==> config.mk <==
export PLATFORM = sky130hd
export DESIGN_NAME = shift_add_mul4_flat
export DESIGN_NICKNAME = d
export VERILOG_FILES = /design/src/rtl/shift_add_mul4_if.sv /design/src/rtl/shift_add_mul4.sv /design/src/flat_wrapper.sv
export SDC_FILE = /design/constraint.sdc
export NUM_CORES = 1
export LEC_CHECK = 0
export CAP_MARGIN = 15
export CORE_ASPECT_RATIO = 0.9
export CORE_UTILIZATION = 50
export CTS_CLUSTER_DIAMETER = 100
export DETAILED_ROUTE_END_ITERATION = 8
export PLACE_DENSITY = 0.77
export SLEW_MARGIN = 20
export SYNTH_ARGS = -nofsm -noshare
export SYNTH_HDL_FRONTEND = slang
export SYNTH_SLANG_ARGS = --single-unit
==> constraint.sdc <==
create_clock -name clk -period 2.4 [get_ports clk]
set_input_delay 0.36 -clock clk [delete_from_list [all_inputs] [get_ports clk]]
set_output_delay 0.36 -clock clk [all_outputs]
set_load 0.005 [all_outputs]
==> src/rtl/shift_add_mul4_if.sv <==
// Handshake bundle for the 4x4 shift-add multiplier.
// Master issues start/a/b; slave answers with busy/done/product.
`timescale 1ns/1ps
interface shift_add_mul4_if;
    logic       start;
    logic [3:0] a;
    logic [3:0] b;
    logic       busy;
    logic       done;
    logic [7:0] product;

    modport master (
        output start, a, b,
        input  busy, done, product
    );

    modport slave (
        input  start, a, b,
        output busy, done, product
    );
endinterface

==> src/rtl/shift_add_mul4.sv <==
// Sequential 4x4 unsigned shift-add multiplier, IDLE/RUN/DONE FSM.
// Define SHIFT_ADD_MUL4_ZERO_SKIP_EN to bypass RUN for zero operands.
`timescale 1ns/1ps
module shift_add_mul4 (
    input  logic               clk,
    input  logic               rst_n,
    shift_add_mul4_if.slave    bus
);

    typedef enum logic [1:0] {
        IDLE = 2'd0,
        RUN  = 2'd1,
        DONE = 2'd2
    } state_t;

    state_t     state;
    logic [3:0] mcand;
    logic [3:0] q;
    logic [3:0] acc;
    logic [1:0] cnt;
    logic       busy_r;
    logic       done_r;
    logic [7:0] prod_r;
    logic [4:0] sum;

    function automatic logic [4:0] ripple_add(
        input logic [3:0] x,
        input logic [3:0] y
    );
        logic [4:0] c;
        logic [3:0] s;
        c = '0;
        s = '0;
        for (int i = 0; i < 4; i++) begin
            s[i]   = x[i] ^ y[i] ^ c[i];
            c[i+1] = (x[i] & y[i]) | (c[i] & (x[i] ^ y[i]));
        end
        return {c[4], s};
    endfunction

    // {carry, sum}; passes acc through unchanged when q[0] is clear
    assign sum = ripple_add(acc, q[0] ? mcand : 4'd0);

`ifdef SHIFT_ADD_MUL4_ZERO_SKIP_EN
    logic zero_op;
    assign zero_op = (bus.a == 4'd0) || (bus.b == 4'd0);
`endif

    assign bus.busy    = busy_r;
    assign bus.done    = done_r;
    assign bus.product = prod_r;

    always_ff @(posedge clk or negedge rst_n) begin
        if (!rst_n) begin
            state  <= IDLE;
            mcand  <= '0;
            q      <= '0;
            acc    <= '0;
            cnt    <= '0;
            busy_r <= 1'b0;
            done_r <= 1'b0;
            prod_r <= '0;
        end else begin
            unique case (state)
                IDLE: begin
                    if (bus.start) begin
                        mcand <= bus.a;
                        q     <= bus.b;
                        acc   <= '0;
                        cnt   <= '0;
`ifdef SHIFT_ADD_MUL4_ZERO_SKIP_EN
                        if (zero_op) begin
                            state  <= DONE;
                            done_r <= 1'b1;
                            prod_r <= '0;
                        end else begin
                            state  <= RUN;
                            busy_r <= 1'b1;
                        end
`else
                        state  <= RUN;
                        busy_r <= 1'b1;
`endif
                    end
                end
                RUN: begin
                    acc <= sum[4:1];
                    q   <= {sum[0], q[3:1]};
                    cnt <= cnt + 2'd1;
                    if (cnt == 2'd3) begin
                        state  <= DONE;
                        busy_r <= 1'b0;
                        done_r <= 1'b1;
                        prod_r <= {sum, q[3:1]};
                    end
                end
                DONE: begin
                    state  <= IDLE;
                    done_r <= 1'b0;
                end
                default: begin
                    state  <= IDLE;
                    busy_r <= 1'b0;
                    done_r <= 1'b0;
                end
            endcase
        end
    end

endmodule

==> src/flat_wrapper.sv <==
// flat-port wrapper written by rule: the top's interface ports become plain ports
module shift_add_mul4_flat 
  (clk, rst_n, bus_start, bus_a, bus_b, bus_busy, bus_done, bus_product);
  shift_add_mul4_if bus_i ();
  input  logic clk;
  input  logic rst_n;
  input wire logic [$bits(bus_i.start)-1:0] bus_start;
  input wire logic [$bits(bus_i.a)-1:0] bus_a;
  input wire logic [$bits(bus_i.b)-1:0] bus_b;
  output wire logic [$bits(bus_i.busy)-1:0] bus_busy;
  output wire logic [$bits(bus_i.done)-1:0] bus_done;
  output wire logic [$bits(bus_i.product)-1:0] bus_product;
  assign bus_i.start = bus_start;
  assign bus_i.a = bus_a;
  assign bus_i.b = bus_b;
  assign bus_busy = bus_i.busy;
  assign bus_done = bus_i.done;
  assign bus_product = bus_i.product;
  shift_add_mul4 u_core (.clk(clk), .rst_n(rst_n), .bus(bus_i));
endmodule
Word level (Yosys, flattened, before mapping)
Cells that the tools add are included.

Add/sub/neg operators: 1. Equality and inequality tests: 5. Mux-type cells: 15. Bitwise gates (word level): 19. Reduce and logical (&&, ||, !) cells: 8.

Operators by type and width (number): $pmux 4 s2 (2); $mux 4 (3); $reduce_and 2->1 (5); $pmux 2 s2 (2); $and 1x1->1 (7); $xor 1x1->1 (7); $mux 2 (3); $eq 2x2->1 const B (2); $mux 1 (3); $or 1x1->1 (3); $pmux 1 s3 (1); $reduce_and 3->1 (1); $add 2x1->2 const B (1); $eq 2x1->1 const B (1); $logic_not 2->1 (1); $ne 2x1->1 const B (1); $ne 2x2->1 const B (1); $not 1->1 (2); $pmux 1 s2 (1); $reduce_bool 2->1 (1).

Flip-flop bits (word level): 26. Input bits: 11. Output and inout bits: 10. Logic and storage cells: 56.

Logic depth before layout (Yosys ltp)
Gate-level depths: netlist (run 1).

Depth in word-level cells: 9. Mapped depth: 7. Depth with buffers taken out: 7.

Worst setup path before layout (run 1)
OpenSTA, ideal clock, no wires.

Path type: register to register. Start: register u_core.q[0]. End: register u_core.acc[2]. Setup time: 0.129 ns. Arrival: 1.973 ns. Data required time: 2.271 ns. Path slack: 0.298 ns. Stages on the path, launching flop included: 8. Buffers on the path: 0. Clock period less this slack: 2.102 ns. Path through: dfrtp_1 and2_1 ha_1 inv_1 fa_1 fa_1 fa_1 o22ai_1.

Word-level cells in the longest chain between the ends: 8. Elaborated cells on any way between the ends: 13. Those cells by class: mux: 2; bitwise: 11.

RTL lines: start: declaration (line shift_add_mul4.sv:18) `logic [3:0] q;`; start signal: assignment (line shift_add_mul4.sv:68) `q <= bus.b;`; start signal: assignment (line shift_add_mul4.sv:88) `q <= {sum[0], q[3:1]};`; $mux 4 * (line shift_add_mul4.sv:42) `assign sum = ripple_add(acc, q[0] ? mcand : 4'd0);`; $and 1x1->1 / $xor 1x1->1 (equally long branches) (line shift_add_mul4.sv:36) `c[i+1] = (x[i] & y[i]) | (c[i] & (x[i] ^ y[i]));`; $and 1x1->1 (line shift_add_mul4.sv:36); $or 1x1->1 (line shift_add_mul4.sv:36); $and 1x1->1 (line shift_add_mul4.sv:36); $or 1x1->1 (line shift_add_mul4.sv:36); $xor 1x1->1 * (line shift_add_mul4.sv:35) `s[i] = x[i] ^ y[i] ^ c[i];`; $pmux 4 s2 * (line shift_add_mul4.sv:64) `unique case (state)`; end signal: assignment (line shift_add_mul4.sv:87) `acc <= sum[4:1];`; end: declaration (line shift_add_mul4.sv:19) `logic [3:0] acc;`.

Mark *: on every way between the ends. The rest lies on a longest branch, timed or not. A chain may end at the register's enable or synchronous reset.

Worst setup path after layout (run 1)
Start: register u_core.q[0]. End: register u_core.prod_r[6], in the netlist u_core.bus.product[6].

Word-level cells in the longest chain between the ends: 7. Elaborated cells on any way between the ends: 12. Those cells by class: mux: 1; bitwise: 11.

RTL lines: $mux 4 * (line shift_add_mul4.sv:42); $and 1x1->1 / $xor 1x1->1 (equally long branches) (line shift_add_mul4.sv:36); $and 1x1->1 (line shift_add_mul4.sv:36); $or 1x1->1 (line shift_add_mul4.sv:36); $and 1x1->1 (line shift_add_mul4.sv:36); $or 1x1->1 (line shift_add_mul4.sv:36); $xor 1x1->1 * (line shift_add_mul4.sv:35); end signal: assignment (line shift_add_mul4.sv:94) `prod_r <= {sum, q[3:1]};`; end: declaration (line shift_add_mul4.sv:23) `logic [7:0] prod_r;`.

Marked as above.

==> impl_metrics.csv, run 1 <==
group,metric,value,unit
cts,cts-htree-levels,1,
route,wirelength,1900,um
global_route,grt_pass1_wl,3020,um
worst_setup_path,start_kind,"register",
synthesis,synth-seq-cells,26,
finish,mostFrequentLayoutCells,"dfrtp_1, clkdlybuf4s50_1, nand2_1",
synthesis,syn-instance-count,99,
worst_setup_path,crit_path_start,"u_core.q[0]$_DFFE_PN0P_",
cts,cts_tree,"yes",
synthesis,syn_area_per_cell,11.6,um^2
worst_setup_path,worst-path-max-fanout,5,
cts,clk_pin_slew,0.13,ns
die,die_w,52.5,um
worst_setup_path,worstSetupPathType,"reg -> reg",
cts,root_buffer,"clkbuf_4",
finish,num_antenna_cells,0,
cts,clk_latency,0.31,ns
power,vdd_ir_drop_max,694,uV
worst_setup_path,rrSetupSlack,0.20,ns
worst_setup_path,cp-end-kind,"register",
route,drc,0,
cts,post_cts_buffers,0,
worst_setup_path,critPathRequiredTime,2.64,ns
sta,clock.fmax,455,MHz
worst_setup_path,worstPathArrival,2.43,ns
route,avgRoutedWirePerCell,12.9,um
finish,design_area,1390,um^2
power,power_density,1230,nW/um^2
finish,final_core_util,63.6,%
worst_setup_path,reg2reg_to,"u_core.bus.product[6]$_DFFE_PN0P_",
route,drt_iter0_drc,9,
worst_setup_path,r2r_start,"u_core.q[0]$_DFFE_PN0P_",
finish,final_common_cell,"dfrtp_1",
finish,drive_above_1_share,10.8,%
finish,fill_cells,177,
finish,fin_nets,138,
die,initial_core_util,52.6,%
worst_setup_path,reg2reg_depth,7,
global_route,grt_max_degree,27,
die,rows,16,
sta,rsz0062_at_grt,"false",
global_route,grt_pass1_vias,672,
die,io_pins,21,
cts,clock-sinks,26,
cts,clockBufferDepth,2,
global_route,grt.total_usage,17.4,%
sta,fin_crit_sh,91.5,%
placement,hpwl,1460,um
min_path,holdCritPathClass,"in -> async",
cts,cts_buffers,3,
sta,finalHoldViolations,0,
run,cap_viol_max_count,0,
die,die_y,47.5,um
finish,area_delta_synth_final,20.9,%
sta,fin_skew,0.00516,ns
sta,min_period,2.20,ns
sta,fin_setup_tns,0,ns
route,antenna_left,0,
cts,hold_buffers,0,
synthesis,netlist_area,1150,um^2
route,routed_via_density,5.17,
cts,cts_resized,0,
die,fp.dieArea,2490,um^2
sta,setup_violations,0,
sta,drv_slew,0,
synthesis,ys_types,26,
outcome,outcome,"complete, no violations",
synthesis,yosysWarnings,0,
global_route,antenna_found_initial,0,
sta,relSlewSlack,68.1,%
synthesis,syn_nets,115,
placement,port_buffers,20,
synthesis,ys_seq_area_share,56.6,%
power,leakage,0.613,nW
placement,place_area,1370,um^2
die,core,2180,um^2
sta,tightest_slew,0.478,ns
route,drt_pre_antenna_iters,4,
placement,gp_congestion,0.708,
global_route,grt-ovfl-total,0,
route,vias,760,
## cell usage after synthesis (all sizes together)
cell type | instances | area share [%]
a2bb2oi | 1 | 0.76
or4b | 1 | 0.87
nand2b | 4 | 2.2
and2 | 1 | 0.55
o2bb2ai | 1 | 0.76
a22oi | 1 | 0.65
o22ai | 4 | 2.2
nor3 | 3 | 1.3
nand2 | 12 | 3.9
a21oi | 4 | 1.7
o21bai | 1 | 0.65
o22a | 1 | 0.76
o21ai | 10 | 4.4
nand3b | 1 | 1.7
mux2 | 6 | 5.9
nor2 | 5 | 2.1
inv | 8 | 2.6
dfrtp | 26 | 57
buf | 3 | 2.1
a32o | 1 | 0.87
fa | 3 | 5.2
ha | 2 | 2.2
## layout make-up
class	instances	area, um^2	area share (%)
Clock buffer	3	22.5	1.62
Inverter	8	30.0	2.16
Multi-Input combinational cell	62	444	32.0
Sequential cell	26	651	46.8
Tap cell	27	33.8	2.43
Timing Repair Buffer	21	208	15.0
## registers in the layout, indices dropped and copies added, names as in the netlist
register	count
u_core.bus.product	8
u_core.bus.busy	1
u_core.mcand	4
u_core.q	4
u_core.cnt	2
u_core.bus.done	1
u_core.acc	4
u_core.state	2
## metrics by stage
stage,setup slack [ns],hold WS (ns),power (mW),cells
after global routing,0.0765,0.425,1.86,147
after floorplan,0.298,0.0644,1.28,99
final,0.203,0.393,1.71,147
after CTS,0.177,0.401,1.74,147
after global placement,0.265,0.460,1.53,144
after detailed placement,0.205,0.480,1.57,144
## kinds of logic (layout without fill, tap and decap cells)
| logic type | after synthesis | in the layout | synth area share, % |
|---|---|---|---|
| AO/OA/AOI/OAI | 24 | 24 | 12.7 |
| adder cells (fa/ha/maj) | 5 | 5 | 7.41 |
| buffers and inverters | 11 | 32 | 4.68 |
| multiplexers | 6 | 6 | 5.88 |
| flip-flops | 26 | 26 | 56.6 |
| AND/OR/NAND/NOR | 27 | 27 | 12.6 |
## layer usage
layer / global-route usage, % / routed length [um] / vias up
met5: 0 / 0 / -
met3: 5.71 / 76 / 2
met4: 3.16 / 12 / 0
li1: - / - / 380
met2: 28.9 / 887 / 14
met1: 23.0 / 924 / 364
## power breakdown
group / internal (mW) / switching, mW
Sequential: 0.642 / 0.145
Clock: 0.0587 / 0.117
Combinational: 0.413 / 0.338
## worst max-delay path, stage by stage (launching register included)
cell	delay (ns)
dfrtp_1	0.42
and2_1	0.14
ha_1	0.13
inv_1	0.05
fa_1	0.37
fa_1	0.39
fa_1	0.46
o21ai_0	0.17
## how the worst max path moves through the flow
| stage | cells after the start | to | slack [ns] |
|---|---|---|---|
| after global routing | 7 | u_core.bus.product[6]$_DFFE_PN0P_ | 0.08 |
| after floorplan | 7 | u_core.acc[2]$_DFFE_PN0P_ | 0.30 |
| final | 7 | u_core.bus.product[6]$_DFFE_PN0P_ | 0.20 |
| after CTS | 7 | u_core.bus.product[6]$_DFFE_PN0P_ | 0.18 |
| after global placement | 7 | u_core.acc[2]$_DFFE_PN0P_ | 0.27 |
| after detailed placement | 7 | u_core.bus.product[6]$_DFFE_PN0P_ | 0.21 |
No activity file was read; power rests on OpenSTA's default activity.
==> run 2: changes to the inputs <==
Settings changed: CORE_ASPECT_RATIO 0.9 to 0.75, CORE_UTILIZATION 50 to 55, CTS_CLUSTER_DIAMETER 100 to 50, DONT_BUFFER_PORTS from default to 1, PLACE_DENSITY 0.77 to 0.7.
==> impl_metrics.csv, run 2 (synthesized netlist as in run 1, its figures left out) <==
group,metric,value,unit
cts,cts_resized,0,
finish,mostFrequentLayoutCells,"dfrtp_1, nand2_1, inv_1, o21ai_0, mux2_2",
worst_setup_path,cp-end-kind,"register",
sta,fin_skew,0.00797,ns
placement,gp_congestion,0.738,
route,drc,0,
power,power_density,1330,nW/um^2
worst_setup_path,crit_path_start,"u_core.q[0]$_DFFE_PN0P_",
die,rows,13,
worst_setup_path,crit_slowest_cell,"fa_1",
finish,num_antenna_cells,0,
placement,hpwl,1390,um
global_route,grt.total_usage,20.1,%
finish,regArea,651,um^2
sta,tightest_slew,0.504,ns
cts,post_cts_buffers,0,
cts,clock-sinks,26,
worst_setup_path,endpoint,"u_core.acc[2]$_DFFE_PN0P_",
power,power_frac_comb,36.9,%
worst_setup_path,crit_chain,"and2_1 -> ha_1 -> inv_1 -> fa_1 -> fa_1 -> fa_1 -> o22ai_1",
cts,cts_buffers,3,
global_route,antenna_found_initial,0,
power,p_int,1.02,mW
min_path,hold_depth,1,
placement,port_buffers,0,
worst_setup_path,reg2reg_to,"u_core.acc[2]$_DFFE_PN0P_",
power,pwr-share-clk,13.2,%
finish,final_core_util,66.3,%
sta,drv_slew,0,
sta,setup_violations,0,
die,die_w,54.8,um
sta,hold_slack,0.189,ns
sta,clock.fmax,454,MHz
route,routed_via_density,5.83,
run,cap_viol_max_count,0,
worst_setup_path,cpMostUsedCell,"fa_1",
die,die_y,41.6,um
outcome,outcome,"complete, no violations",
finish,final_common_cell,"dfrtp_1",
die,fp.dieArea,2280,um^2
worst_setup_path,critPathRequiredTime,2.61,ns
worst_setup_path,worstPathArrival,2.41,ns
route,avgRoutedWirePerCell,15.3,um
route,drt_pre_antenna_iters,6,
power,switchingPower,0.600,mW
worst_setup_path,worst-path-max-fanout,5,
worst_setup_path,critical_path.max_stage_delay,0.50,ns
cts,clk_latency,0.32,ns
sta,fin_ws,0.198,ns
sta,finalHoldViolations,0,
finish,fin_nets,119,
sta,relSlewSlack,66.4,%
worst_setup_path,rrSetupSlack,0.20,ns
die,initial_core_util,62.5,%
cts,root_buffer,"clkbuf_4",
worst_setup_path,start_kind,"register",
global_route,grt_max_degree,27,
route,antenna_left,0,
cts,cts-htree-levels,1,
power,leakage,0.551,nW
worst_setup_path,worstSetupPathType,"reg -> reg",
global_route,grt-ovfl-total,0,
route,wirelength,1900,um
sta,fin_crit_sh,91.7,%
cts,clockBufferDepth,2,
cts,cts_tree,"yes",
finish,multi_input_area,444,um^2
sta,min_period,2.20,ns
cts,clk_pin_slew,0.13,ns
die,io_pins,21,
global_route,grt_pass1_wl,3160,um
min_path,holdCritPathClass,"in -> reg",
placement,post-place-ws,0.201,ns
finish,drive_above_1_share,13.7,%
finish,largest_reg_flops,8,
power,sw_frac_of_total,37.0,%
sta,fin_setup_tns,0,ns
finish,fill_cells,145,
sta,rsz0062_at_grt,"false",
finish,area_delta_synth_final,6.10,%
route,drt_iter0_drc,7,
die,core,1840,um^2
worst_setup_path,r2r_start,"u_core.q[0]$_DFFE_PN0P_",
power,vdd_ir_drop_max,848,uV
global_route,grt_pass1_vias,704,
power,seqPwrFrac,49.9,%
route,vias,723,
worst_setup_path,reg2reg_depth,7,
==> run 2: how the worst min path moves through the flow <==
| stage | slack [ns] | end | from |
|---|---|---|---|
| 6_report | 0.19 | u_core.mcand[0]$_DFFE_PN0P_ | bus_a[0] |
| 2_1_floorplan | 0.06 | u_core.acc[0]$_DFFE_PN0P_ | rst_n |
| 3_5_place_dp | 0.06 | u_core.bus.product[2]$_DFFE_PN0P_ | rst_n |
| 4_1_cts | 0.17 | u_core.mcand[0]$_DFFE_PN0P_ | bus_a[0] |
| 3_3_place_gp | 0.06 | u_core.bus.product[1]$_DFFE_PN0P_ | rst_n |
| 5_1_grt | 0.16 | u_core.mcand[0]$_DFFE_PN0P_ | bus_a[0] |
==> run 2: worst max-delay path, delay by kind of cell, from the launching register on <==
| kind | cells | cell delay [ns] |
|---|---|---|
| and+or+nand+nor | 1 | 0.15 |
| AOI/OAI and AO/OA | 1 | 0.09 |
| DFF | 1 | 0.42 |
| adders and majority gates | 4 | 1.39 |
| buffers and inverters | 1 | 0.05 |
==> run 2: power groups by stage <==
stage / logic (mW) / registers, mW / clock network [mW]
finish: 0.597 / 0.809 / 0.214
CTS: 0.608 / 0.811 / 0.223
detailed placement: 0.592 / 0.822 / 0
global route: 0.692 / 0.846 / 0.237
floorplan: 0.521 / 0.755 / 0
global placement: 0.562 / 0.811 / 0
==> run 2: per-layer routing <==
| layer | track usage (%) | up-vias | part of all wire, % | wire length [um] |
|---|---|---|---|---|
| li1 | - | 347 | - | - |
| met1 | 28.0 | 354 | 50 | 939 |
| met2 | 29.2 | 20 | 44 | 838 |
| met3 | 8.06 | 2 | 5.5 | 104 |
| met4 | 4.62 | 0 | 0.69 | 13 |
| met5 | 0 | - | 0 | 0 |
==> run 2: area by class of cell <==
| type | instances | share of cell area [%] |
|---|---|---|
| flip-flops and latches | 26 | 53.4 |
| multi-input cells | 62 | 36.4 |
| clock buffers | 4 | 2.98 |
| repair buffers | 2 | 2.46 |
| inverters | 8 | 2.46 |
| well taps | 22 | 2.26 |
==> run 2: through the flow <==
step           cell area [um^2]  total power, mW  cells
6_report                   1220             1.62    124
4_1_cts                    1220             1.64    124
5_1_grt                    1220             1.77    124
3_3_place_gp               1150             1.37    118
3_5_place_dp               1150             1.41    118
2_1_floorplan              1150             1.28     99
==> run 2: repair_timing <==
item	CTS	global route
setup endpoints to repair	0	0
endpoints found under the hold margin	26	0
hold buffers	2	0
==> run 3: changes to the inputs <==
==> constraint.sdc (replaced) <==
create_clock -name clk -period 2.4 [get_ports clk]
set_input_delay 0.24 -clock clk [delete_from_list [all_inputs] [get_ports clk]]
set_output_delay 0.24 -clock clk [all_outputs]
set_load 0.005 [all_outputs]
==> results of run 3 <==
Same layout as run 2 (identical final DEF). Status: complete, no violations.
Among the figures that moved: hold slack 0.189 ns -> 0.0689 ns
